### config.mk
export PLATFORM = sky130hd
export DESIGN_NAME = ternary_ram
export DESIGN_NICKNAME = d
export VERILOG_FILES = /design/src/rtl/ternary_ram_pkg.sv /design/src/rtl/tern_addr_decode.sv /design/src/rtl/ternary_ram.sv
export SDC_FILE = /design/constraint.sdc
export NUM_CORES = 1
export LEC_CHECK = 0
export CELL_PAD_IN_SITES_DETAIL_PLACEMENT = 1
export CELL_PAD_IN_SITES_GLOBAL_PLACEMENT = 1
export CORE_ASPECT_RATIO = 0.7
export CORE_MARGIN = 5
export CORE_UTILIZATION = 24
export DETAILED_ROUTE_END_ITERATION = 16
export PLACE_DENSITY = 0.54
export SLEW_MARGIN = 20
export SYNTH_ARGS = -nofsm -noshare
export SYNTH_HDL_FRONTEND = slang
export SYNTH_SLANG_ARGS = --single-unit
### constraint.sdc
create_clock -name clock -period 6.05 [get_ports clock]
set_clock_uncertainty 0.2 [all_clocks]
set_input_delay 1.21 -clock clock [delete_from_list [all_inputs] [get_ports clock]]
set_output_delay 1.21 -clock clock [all_outputs]
set_load 0.01 [all_outputs]
### src/rtl/ternary_ram_pkg.sv
// Shared definitions for the ternary RAM: trit codes, controller states
// and the depth derivation used to size the storage array.
package ternary_ram_pkg;

   localparam logic [1:0] TRIT_0       = 2'b00;
   localparam logic [1:0] TRIT_1       = 2'b01;
   localparam logic [1:0] TRIT_2       = 2'b10;
   localparam logic [1:0] TRIT_ILLEGAL = 2'b11;

   typedef enum logic [0:0] {
      ST_CLEAR = 1'b0,
      ST_IDLE  = 1'b1
   } state_t;

   // Number of locations addressable by a given count of trits (3**trits).
   function automatic int tern_depth(input int trits);
      int d;
      d = 32'sd1;
      for (int i = 0; i < trits; i++) begin
         d = d * 32'sd3;
      end
      return d;
   endfunction

endpackage

### src/rtl/tern_addr_decode.sv
// Combinational ternary-to-binary address conversion.
// A trit coded 11 is weighted as 2 and also raises the illegal flag, so the
// index never leaves the 0..3**ADDR_TRITS-1 range whatever the input.
module tern_addr_decode
   import ternary_ram_pkg::*;
#(
   parameter int ADDR_TRITS = 3,
   parameter int IDX_W      = 5
) (
   input  logic [2*ADDR_TRITS-1:0] addr,
   output logic [IDX_W-1:0]        index,
   output logic                    illegal
);

   int unsigned acc_s;
   int unsigned weight_s;
   logic [1:0]  trit_s;

   // Accumulate trit_i * 3**i and flag any 11 code.
   always_comb begin
      acc_s    = 32'd0;
      weight_s = 32'd1;
      trit_s   = 2'b00;
      illegal  = 1'b0;
      for (int i = 0; i < ADDR_TRITS; i++) begin
         trit_s = addr[2*i +: 2];
         case (trit_s)
            TRIT_0:       acc_s = acc_s;
            TRIT_1:       acc_s = acc_s + weight_s;
            TRIT_2:       acc_s = acc_s + (32'd2 * weight_s);
            TRIT_ILLEGAL: begin
               acc_s   = acc_s + (32'd2 * weight_s);
               illegal = 1'b1;
            end
            default:      acc_s = acc_s;
         endcase
         weight_s = weight_s * 32'd3;
      end
      index = IDX_W'(acc_s);
   end

endmodule

### src/rtl/ternary_ram.sv
// Ternary-word RAM with per-trit write mask and a self-clearing start-up.
// After reset the controller walks every location writing zero (busy high,
// no requests accepted), then serves one read or write per cycle.
// Optional build macro TERN_CHECK_EN: reject requests carrying an 11 trit in
// the address (or in masked-in write data) with an rsp_err pulse; when it is
// undefined, 11 is treated as 2 in addresses and stored verbatim in data.
module ternary_ram
   import ternary_ram_pkg::*;
#(
   parameter int WORD_TRITS = 9,
   parameter int ADDR_TRITS = 3
) (
   input  logic                    clock,
   input  logic                    reset,
   input  logic                    req_valid,
   output logic                    req_ready,
   input  logic                    req_write,
   input  logic [2*ADDR_TRITS-1:0] req_addr,
   input  logic [2*WORD_TRITS-1:0] req_wdata,
   input  logic [WORD_TRITS-1:0]   req_wmask,
   output logic                    rsp_valid,
   output logic [2*WORD_TRITS-1:0] rsp_data,
   output logic                    rsp_err,
   output logic                    busy
);

   localparam int DEPTH = tern_depth(ADDR_TRITS);
   localparam int IDX_W = $clog2(DEPTH);
   localparam int DW    = 2 * WORD_TRITS;
   localparam logic [IDX_W-1:0] LAST_IDX = IDX_W'(DEPTH - 32'sd1);
`ifdef TERN_CHECK_EN
   localparam logic CHECK_EN = 1'b1;
`else
   localparam logic CHECK_EN = 1'b0;
`endif

   state_t            state_r;
   logic [IDX_W-1:0]  clr_cnt_r;
   logic [DW-1:0]     mem_r [DEPTH];
   logic              ready_r;
   logic              busy_r;
   logic              rsp_valid_r;
   logic              rsp_err_r;
   logic [DW-1:0]     rsp_data_r;

   logic [IDX_W-1:0]  index_s;
   logic              addr_illegal_s;
   logic              data_illegal_s;
   logic              accept_s;
   logic              err_s;
   logic              wr_en_s;
   logic              rd_en_s;
   logic [DW-1:0]     rd_word_s;
   logic [DW-1:0]     merged_s;

   tern_addr_decode #(
      .ADDR_TRITS (ADDR_TRITS),
      .IDX_W      (IDX_W)
   ) u_addr_decode (
      .addr    (req_addr),
      .index   (index_s),
      .illegal (addr_illegal_s)
   );

   // Request qualification, error detection and masked write-word merge.
   always_comb begin
      accept_s       = req_valid & ready_r;
      rd_word_s      = mem_r[index_s];
      data_illegal_s = 1'b0;
      merged_s       = rd_word_s;
      for (int k = 0; k < WORD_TRITS; k++) begin
         if (req_wmask[k]) begin
            merged_s[2*k +: 2] = req_wdata[2*k +: 2];
            if (req_wdata[2*k +: 2] == TRIT_ILLEGAL) begin
               data_illegal_s = 1'b1;
            end else begin
               data_illegal_s = data_illegal_s;
            end
         end else begin
            merged_s[2*k +: 2] = rd_word_s[2*k +: 2];
         end
      end
      err_s   = CHECK_EN & accept_s & ~reset
                & (addr_illegal_s | (req_write & data_illegal_s));
      wr_en_s = accept_s & req_write & ~err_s & ~reset;
      rd_en_s = accept_s & ~req_write & ~err_s & ~reset;
   end

   // Storage: cleared one location per cycle in CLEAR, else masked writes.
   always_ff @(posedge clock) begin
      if (state_r == ST_CLEAR) begin
         mem_r[clr_cnt_r] <= '0;
      end else if (wr_en_s) begin
         mem_r[index_s] <= merged_s;
      end
   end

   // Controller state, clear counter and registered response outputs.
   always_ff @(posedge clock) begin
      if (reset) begin
         state_r     <= ST_CLEAR;
         clr_cnt_r   <= '0;
         ready_r     <= 1'b0;
         busy_r      <= 1'b1;
         rsp_valid_r <= 1'b0;
         rsp_err_r   <= 1'b0;
         rsp_data_r  <= '0;
      end else begin
         case (state_r)
            ST_CLEAR: begin
               if (clr_cnt_r == LAST_IDX) begin
                  state_r   <= ST_IDLE;
                  clr_cnt_r <= '0;
                  ready_r   <= 1'b1;
                  busy_r    <= 1'b0;
               end else begin
                  clr_cnt_r <= clr_cnt_r + IDX_W'(1);
                  ready_r   <= 1'b0;
                  busy_r    <= 1'b1;
               end
            end
            ST_IDLE: begin
               ready_r <= 1'b1;
               busy_r  <= 1'b0;
            end
            default: begin
               state_r   <= ST_CLEAR;
               clr_cnt_r <= '0;
               ready_r   <= 1'b0;
               busy_r    <= 1'b1;
            end
         endcase
         rsp_valid_r <= rd_en_s | err_s;
         rsp_err_r   <= err_s;
         if (err_s) begin
            rsp_data_r <= '0;
         end else if (rd_en_s) begin
            rsp_data_r <= rd_word_s;
         end
      end
   end

   assign req_ready = ready_r;
   assign busy      = busy_r;
   assign rsp_valid = rsp_valid_r;
   assign rsp_err   = rsp_err_r;
   assign rsp_data  = rsp_data_r;

endmodule

==> results of run 1 <==
==> metrics by stage <==
step | util [%] | setup WS [ns] | instance area, µm² | cells
2_1_floorplan | - | 0.1869 | 20860 | 1274
3_3_place_gp | 27.76 | 0.2328 | 23920 | 2545
3_5_place_dp | 27.76 | 0.1119 | 23920 | 2545
4_1_cts | 29.62 | 0.7110 | 25510 | 2637
5_1_grt | 29.63 | 0.4119 | 25520 | 2637
6_report | 29.63 | 0.7454 | 25520 | 2637
==> worst min-delay path: cells and delay by family, from the launching register on <==
family             cells  cell delay [ns]
AOI/OAI and AO/OA      1             0.05
DFF                    1             0.31
and+or+nand+nor        1             0.07
==> final cells by class <==
type                            instances  area, µm²  area share, %
Sequential cell                       512      15110          59.22
Multi-Input combinational cell        679       5439          21.31
Timing Repair Buffer                  196       1902          7.452
Tap cell                             1150       1439          5.638
Clock buffer                           76       1429          5.599
Clock inverter                         16      168.9         0.6618
Inverter                                8      30.03         0.1177
==> cell families after synthesis <==
logic type,after synthesis
DFF,512
and+or+nand+nor,349
AOI/OAI and AO/OA,208
muxes,114
buffers and inverters,83
adders and majority gates,4
xor gates and xnor gates,3
other,1
==> flip-flops by register name, summed over array words and instances (netlist names) <==
signal     cells
state_r        1
busy           1
clr_cnt_r      5
rsp_data      18
rsp_valid      1
mem_r        486
==> worst max path at each step <==
| stage | to | slack [ns] |
|---|---|---|
| floorplan | mem_r[0][8]$_DFFE_PP_ | 0.19 |
| global placement | mem_r[9][8]$_DFFE_PP_ | 0.23 |
| detailed placement | mem_r[13][8]$_DFFE_PP_ | 0.11 |
| CTS | mem_r[9][8]$_DFFE_PP_ | 0.71 |
| global route | mem_r[9][8]$_DFFE_PP_ | 0.41 |
| finish | mem_r[9][8]$_DFFE_PP_ | 0.75 |
==> layer usage <==
metal | part of all wire (%) | track usage [%] | vias up | wire length [µm]
met5 | 0 | 0 | - | 0
met3 | 8.9 | 4.746 | 82 | 6173
met1 | 48 | 21.62 | 6795 | 33340
met4 | 1.6 | 2.424 | 0 | 1082
met2 | 41 | 20.55 | 446 | 28440
li1 | - | - | 5480 | -
==> synth_stat cells (8+ instances only) <==
cell,number
or3_1,13
buf_4,9
a221oi_1,10
o22a_1,10
nor3_1,25
dfxtp_1,26
a2111oi_0,25
nor2b_1,8
nand3b_1,8
buf_2,29
o21ai_0,24
a21oi_1,17
mux4_2,58
o31ai_1,11
edfxtp_1,486
o21ai_1,8
a311oi_1,8
and3_1,11
a211oi_1,15
nor2_1,100
nand2_1,119
clkbuf_1,26
nand3_1,39
a31oi_1,16
mux2i_1,48
mux4_1,8
==> power by group <==
group / total [µW] / switching, µW / internal (µW) / leakage [µW]
combinational: 914 / 569 / 345 / 0.00271
sequential: 3880 / 16.7 / 3870 / 0.00533
clock: 3090 / 1370 / 1720 / 0.000775
total: 7890 / 1960 / 5940 / 0.00882
==> results.py, run 1 <==
metrics = {
    "sta": {
        "setup_viol": 0,
        "finalHoldViolations": 0,
        "fin_crit_ns": 5.305,
        "fmax_mhz": 188.5,
        "min_period_over_period_pct": 87.68,
        "whs_ns": 0.2846,
        "maxSlewViolCount": 0,
        "setup-tns-final_ns": 0,
        "rsz0062_at_grt": "no",
        "worstMarginPinSlew_ns": 1.056,
        "max_slew_margin_pct": 29.40,
    },
    "worst_setup_path": {
        "crit_chain": "clkdlybuf4s50_1 > o21ai_0 > o31a_1 > ha_1 > a21o_1 > a31oi_2 > nor2_1 > a31oi_1 > o2111ai_1 > a2bb2oi_1 > o41ai_2 > buf_12",
        "critPathBufInv": 2,
        "critPathLaunchType": "input pin",
        "reg2reg_depth": 8,
        "reg2reg_slack_ns": 2.50,
        "crit_start": "req_addr[3]",
        "crit_path_max_incr_delay_ns": 0.85,
        "worstPathMaxFanout": 19,
        "path_depth": 12,
        "r2r-start": "state_r$_SDFF_PP0_",
        "crit_type": "input pin to flip-flop",
        "crit_path_end_kind": "flip-flop",
        "r2r_end": "mem_r[1][14]$_DFFE_PP_",
        "required_ns": 6.28,
        "cpLargestDelayFamily": "compound AO/OA/AOI/OAI gates",
        "arrival_ns": 5.54,
        "slowest_stage": "a31oi_2",
    },
    "synth": {
        "netlist_area_um2": 20860,
        "yosysSeqAreaShare_pct": 72.46,
        "ys.flop_type": "edfxtp_1",
        "synth-seq-cells": 512,
        "synth_area_leaders": "edfxtp_1 70%, mux4_2 6.3%, dfxtp_1 2.5%",
        "synth_compound_area_share_pct": 7.498,
        "syn_inst": 1274,
        "synthSimpleGateAreaFrac_pct": 7.678,
        "synthAdderAreaFrac_pct": 0.2399,
        "syn_area_per_cell_um2": 16.37,
        "async_reset_ff_share_pct": 0,
        "synth_nets": 1315,
        "yosys.area.top_type": "edfxtp_1",
        "netlist.area_leader.share_pct": 69.96,
        "synth_top_family_by_area": "multiplexers",
        "synth_edf_count": 486,
        "ys_types": 70,
        "yosysWarnings": 0,
        "synthXorXnorAreaFrac_pct": 0.3719,
        "synthMuxAreaShare_pct": 9.573,
    },
    "global_route": {
        "antenna_found_initial": 1,
        "grt_pass1_wl_um": 97860,
        "grt_overflow_total": 0,
        "grt_max_degree": 38,
        "track_usage_pct": 14.44,
        "grt_pass1_vias": 13102,
    },
    "min_path": {
        "holdPathEnd": "rsp_data[2]$_SDFFE_PP0P_",
        "holdPathStages": 2,
        "min-delay-start": "rsp_data[2]$_SDFFE_PP0P_",
        "hold_class": "flip-flop to flip-flop",
    },
    "detailed_routing": {
        "num_vias": 12803,
        "drc": 0,
        "viasPerCell": 4.855,
        "wl_um": 69040,
        "ant_nets": 0,
        "drt_iter0_markers": 1212,
        "dr.pass1.iters": 4,
        "routedWlPerCell_um": 26.18,
    },
    "finish": {
        "fin_nets": 1487,
        "fillCellCount": 9027,
        "drive_gt1_share_pct": 21.39,
        "antenna_cells": 0,
        "final_common_cell": "edfxtp_1",
        "layout_common_cells": "486 x edfxtp_1, 119 x nand2_1, 116 x buf_4",
        "syn_to_final_growth_pct": 22.35,
    },
    "status": {
        "status": "completed",
    },
    "place": {
        "routabilityCongestion": 0.8007,
        "port_buffers": 57,
        "post-dp-hpwl_um": 45740,
    },
    "cts": {
        "cts_root_buffer": "clkbuf_16",
        "cts_tree": "built",
        "clkSlewWorstSetupHoldPaths_ns": 0.06,
        "htreeDepth": 2,
        "clockBufferDepth": 3,
        "cts_resized": 0,
        "cts_inserted_buffers": 49,
        "cts_hold_buffers": 0,
        "insertion_delay_ns": 0.60,
        "cts.sink_count": 512,
        "postCtsSetupBuffers": 0,
    },
    "floorplanning": {
        "core-area_um2": 86150,
        "start_util_pct": 24.21,
        "row_count": 90,
        "ios": 59,
        "die_y_um": 256.7,
        "design.die.area_um2": 93010,
        "die_width_um": 362.4,
    },
    "run": {
        "drv_cap": 0,
    },
    "power": {
        "ir_drop_v": 0.0001858,
        "p_leak_uw": 0.008817,
        "power_density_nw_per_um2": 309.3,
        "p_total_uw": 7893,
    },
}
Note: power is estimated with default switching activity, not from simulation.
==> run 2, diff against run 1 <==
- CORE_MARGIN: 5 -> not set
==> run 2 against run 1 <==
Against the previous run: die area shrank 5.3%; combinational power shrank 6.3%; sequential power is essentially flat; hold slack gained 0.039 ns; sequential cell count is the same; largest power group unchanged; non-clock buffer count shrank 1; critical path depth grew 3; clock-buffer cell count shrank 8.
==> results.py, run 2 (same netlist as run 1, synthesis figures left out) <==
metrics = {
    "status": {
        "status": "completed",
    },
    "worst_setup_path": {
        "crit_path_max_incr_delay_ns": 0.71,
        "worstPathMaxFanout": 23,
        "critPathCapture": "mem_r[2][12]$_DFFE_PP_",
        "reg2reg_slack_ns": 2.13,
        "crit_type": "input pin to flip-flop",
        "critPathBufInv": 4,
        "crit_start": "req_addr[3]",
        "required_ns": 6.18,
        "arrival_ns": 5.32,
        "r2r-start": "state_r$_SDFF_PP0_",
        "reg2reg_depth": 9,
        "critPathLaunchType": "input pin",
        "cpLargestDelayFamily": "buffers and inverters",
        "slowest_stage": "clkdlybuf4s50_1",
        "crit_top_cell": "buf_4",
        "path_depth": 15,
        "crit_chain": "clkdlybuf4s50_1 > o21ai_0 > o31a_1 > ha_1 > a21oi_1 > or4b_1 > and3_2 > buf_4 > buf_4 > a2111oi_0 > a31oi_1 > nand4_1 > a22o_1 > o21ai_1 > buf_4",
        "r2r_end": "mem_r[1][15]$_DFFE_PP_",
        "crit_path_end_kind": "flip-flop",
    },
    "finish": {
        "largest_reg_flops": 486,
        "fin_area_um2": 25430,
        "largest_register": "mem_r",
        "final_util_pct": 29.52,
        "layout_common_cells": "486 x edfxtp_1, 125 x buf_4, 119 x nand2_1",
        "drive_gt1_share_pct": 21.60,
        "fin_nets": 1486,
        "final_common_cell": "edfxtp_1",
        "syn_to_final_growth_pct": 21.92,
        "fillCellCount": 9082,
    },
    "sta": {
        "min_period_over_period_pct": 85.76,
        "max_slew_margin_pct": 35.65,
        "worstMarginPinSlew_ns": 0.9652,
        "fmax_mhz": 192.7,
        "fin_crit_ns": 5.188,
        "maxSlewViolCount": 0,
        "finalHoldViolations": 0,
        "setup_viol": 0,
        "rsz0062_at_grt": "no",
        "setup-tns-final_ns": 0,
        "fin_ws_ns": 0.8615,
    },
    "floorplanning": {
        "die_width_um": 354.4,
        "ios": 59,
        "core-area_um2": 86150,
        "start_util_pct": 24.21,
        "design.die.area_um2": 88120,
        "die_y_um": 248.7,
        "row_count": 90,
    },
    "global_route": {
        "antenna_found_initial": 1,
        "grt_overflow_total": 0,
        "grt_pass1_wl_um": 93890,
        "track_usage_pct": 14.61,
        "grt_max_degree": 44,
        "grt_pass1_vias": 13032,
    },
    "place": {
        "placed_cell_area_um2": 23810,
        "post-dp-hpwl_um": 44220,
        "place_ws_ns": 0.3008,
        "port_buffers": 57,
        "routabilityCongestion": 0.8368,
    },
    "cts": {
        "cts_tree": "built",
        "cts.sink_count": 512,
        "cts_root_buffer": "clkbuf_16",
        "clkSlewWorstSetupHoldPaths_ns": 0.06,
        "postCtsSetupBuffers": 0,
        "cts_hold_buffers": 0,
        "clockBufferDepth": 3,
        "cts_inserted_buffers": 49,
        "cts_resized": 0,
        "htreeDepth": 2,
        "insertion_delay_ns": 0.60,
    },
    "detailed_routing": {
        "drt_iter0_markers": 1111,
        "drc": 0,
        "dr.pass1.iters": 5,
        "wl_um": 65380,
        "routedWlPerCell_um": 24.79,
        "ant_nets": 0,
        "num_vias": 12782,
        "viasPerCell": 4.847,
    },
    "power": {
        "power_density_nw_per_um2": 310.2,
        "p_leak_uw": 0.008801,
        "ir_drop_v": 0.0002210,
        "p_total_uw": 7889,
    },
    "min_path": {
        "hold_class": "flip-flop to flip-flop",
    },
    "run": {
        "drv_cap": 0,
    },
}
## run 2: final cells by class
class                   count  area [µm²]  share of cell area [%]
flip-flops and latches    512       15110                   59.43
multi-input cells         679        5458                   21.46
repair buffers            195        1769                   6.956
well taps                1150        1439                   5.658
clock buffers              68        1369                   5.382
clock inverters            24       251.5                  0.9888
inverters                   8       30.03                  0.1181
diodes                      1       2.502                0.009839
## run 2: tightest hold or removal path: cells and delay by family (launching register included)
kind	cells	cell delay (ns)
DFF	1	0.33
and+or+nand+nor	1	0.08
AOI/OAI and AO/OA	1	0.06
## run 2: report_power, final
part | switching, µW | internal [µW]
combinational | 532 | 324
clock | 1380 | 1760
sequential | 18.1 | 3870
## run 2: worst min-delay path by stage
stage,from,endpoint,cells after the start
finish,rsp_data[13]$_SDFFE_PP0P_,rsp_data[13]$_SDFFE_PP0P_,2
global route,rsp_data[13]$_SDFFE_PP0P_,rsp_data[13]$_SDFFE_PP0P_,2
CTS,rsp_data[13]$_SDFFE_PP0P_,rsp_data[13]$_SDFFE_PP0P_,2
detailed placement,rsp_data[14]$_SDFFE_PP0P_,rsp_data[14]$_SDFFE_PP0P_,2
global placement,rsp_data[10]$_SDFFE_PP0P_,rsp_data[10]$_SDFFE_PP0P_,2
floorplan,rsp_data[0]$_SDFFE_PP0P_,rsp_data[0]$_SDFFE_PP0P_,2
## run 2: metal layers
metal | track usage [%] | wire, µm | vias up
met5 | 0 | 0 | -
met4 | 2.882 | 1080 | 0
met3 | 3.141 | 4660 | 71
met2 | 20.69 | 27240 | 431
met1 | 22.63 | 32400 | 6802
li1 | - | - | 5478
## run 2: metrics by stage
stage                     hold WS, ns  instances
after floorplan                0.2974       1274
after global placement         0.3036       2543
after detailed placement       0.3055       2544
after CTS                      0.3326       2636
after global routing           0.3524       2636
final                          0.3234       2637
==> run 3, diff against run 2 <==
- CORE_MARGIN: not set -> 10
- CTS_CLUSTER_DIAMETER: not set -> 60
- CTS_CLUSTER_SIZE: not set -> 40
==> run 3 against run 2 <==
Against the previous run: clock power shrank 25%; setup slack lost 0.19 ns; power shrank 10%; first-iteration DRC count grew 37%; sequential cell count is the same; utilization shrank 0.79 points; non-clock buffer count shrank 7.
==> results.py, run 3 (same netlist as run 1, synthesis figures left out) <==
metrics = {
    "worst_setup_path": {
        "arrival_ns": 5.57,
        "crit_type": "input pin to flip-flop",
        "r2r_end": "mem_r[1][0]$_DFFE_PP_",
        "critPathLaunchType": "input pin",
        "required_ns": 6.24,
        "crit_path_end_kind": "flip-flop",
        "worstPathMaxFanout": 27,
        "reg2reg_depth": 7,
        "reg2reg_slack_ns": 2.40,
        "r2r-start": "state_r$_SDFF_PP0_",
    },
    "cts": {
        "htreeDepth": 1,
        "postCtsSetupBuffers": 0,
        "insertion_delay_ns": 0.64,
        "cts.sink_count": 512,
        "cts_inserted_buffers": 27,
        "cts_hold_buffers": 0,
        "clockBufferDepth": 3,
        "clkSlewWorstSetupHoldPaths_ns": 0.11,
        "cts_root_buffer": "clkbuf_16",
        "cts_resized": 0,
        "cts_tree": "built",
    },
    "detailed_routing": {
        "drc": 0,
        "viasPerCell": 4.921,
        "routedWlPerCell_um": 25.31,
        "ant_nets": 0,
        "num_vias": 12731,
        "wl_um": 65480,
        "dr.pass1.iters": 5,
        "drt_iter0_markers": 1520,
    },
    "sta": {
        "setup-tns-final_ns": 0,
        "worstMarginPinSlew_ns": 1.095,
        "maxSlewViolCount": 0,
        "max_slew_margin_pct": 26.91,
        "finalHoldViolations": 0,
        "rsz0062_at_grt": "no",
        "fin_crit_ns": 5.381,
        "whs_ns": 0.3164,
        "min_period_over_period_pct": 88.94,
        "setup_viol": 0,
        "fmax_mhz": 185.8,
    },
    "finish": {
        "antenna_cells": 0,
        "syn_to_final_growth_pct": 18.64,
        "final-instance-count-excl-fill": 2587,
        "final_common_cell": "edfxtp_1",
        "fillCellCount": 9061,
        "layout_common_cells": "486 x edfxtp_1, 122 x buf_4, 119 x nand2_1",
        "largest_reg_flops": 486,
        "fin_nets": 1457,
        "drive_gt1_share_pct": 20.32,
        "largest_register": "mem_r",
    },
    "floorplanning": {
        "row_count": 90,
        "design.die.area_um2": 99300,
        "ios": 59,
        "die_y_um": 266.7,
        "start_util_pct": 24.21,
        "die_width_um": 372.4,
        "core-area_um2": 86150,
    },
    "min_path": {
        "holdPathStages": 2,
        "holdPathEnd": "rsp_data[2]$_SDFFE_PP0P_",
        "hold_class": "flip-flop to flip-flop",
        "min-delay-start": "rsp_data[2]$_SDFFE_PP0P_",
    },
    "place": {
        "post-dp-hpwl_um": 44040,
        "dp_cells": 2537,
        "routabilityCongestion": 0.8382,
        "port_buffers": 57,
    },
    "power": {
        "p_leak_uw": 0.008470,
        "ir_drop_v": 0.0001827,
        "power_density_nw_per_um2": 286.7,
    },
    "global_route": {
        "antenna_found_initial": 2,
        "grt_overflow_total": 0,
        "grt_max_degree": 42,
        "grt_pass1_wl_um": 94780,
        "track_usage_pct": 12.87,
        "grt_pass1_vias": 12938,
    },
    "status": {
        "status": "completed",
    },
    "run": {
        "drv_cap": 0,
    },
}
-- run 3: metrics by stage --
step	power, µW	cell area (µm²)	utilization [%]	worst slack, ns
floorplan	4459	20860	-	0.1869
global placement	4821	23680	27.49	0.2658
detailed placement	4831	23680	27.49	0.1131
CTS	7169	24740	28.72	0.7639
global route	7352	24750	28.73	0.4384
finish	7096	24750	28.73	0.6693
-- run 3: worst max-delay path, stage by stage --
cell and delay [ns]:
clkdlybuf4s50_1 0.60, nor2b_4 0.27, xor2_4 0.26, ha_1 0.25, a21oi_1 0.09, or4b_1 0.24
and3_2 0.54, buf_4 0.37, a2111oi_0 0.15, or3_1 0.38, nor3_1 0.51, o21ai_0 0.17
o21ai_1 0.16, buf_4 0.33
-- run 3: report_power, final --
| part | switching (µW) | internal [µW] | leakage [µW] |
|---|---|---|---|
| clock network | 1370 | 977 | 0.000500 |
| logic | 539 | 328 | 0.00264 |
| registers | 18.3 | 3860 | 0.00533 |
-- run 3: how the worst max path moves through the flow --
stage,start,endpoint,slack (ns),cells after the start
2_1_floorplan,req_addr[1],mem_r[0][8]$_DFFE_PP_,0.19,14
3_3_place_gp,req_addr[3],mem_r[23][5]$_DFFE_PP_,0.27,14
3_5_place_dp,req_addr[3],mem_r[18][3]$_DFFE_PP_,0.11,13
4_1_cts,req_addr[3],mem_r[3][6]$_DFFE_PP_,0.76,13
5_1_grt,req_addr[3],mem_r[22][5]$_DFFE_PP_,0.44,14
6_report,req_addr[3],mem_r[22][5]$_DFFE_PP_,0.67,14
-- run 3: area by class of cell --
class / instances / area, µm² / area share, %
sequential: 512 / 15110 / 61.07
multi-input combinational: 679 / 5440 / 21.98
timing repair buffer: 188 / 1667 / 6.734
tap: 1150 / 1439 / 5.814
clock buffer: 27 / 675.6 / 2.730
clock inverter: 23 / 382.9 / 1.547
inverter: 8 / 30.03 / 0.1213
-- run 3: metal layers --
layer / vias up / track usage [%] / share of wire, %
met4: 4 / 1.807 / 1.4
met2: 402 / 18.61 / 42
met1: 6873 / 19.78 / 49
met5: - / 0 / 0.049
met3: 60 / 2.781 / 7.4
li1: 5392 / - / -
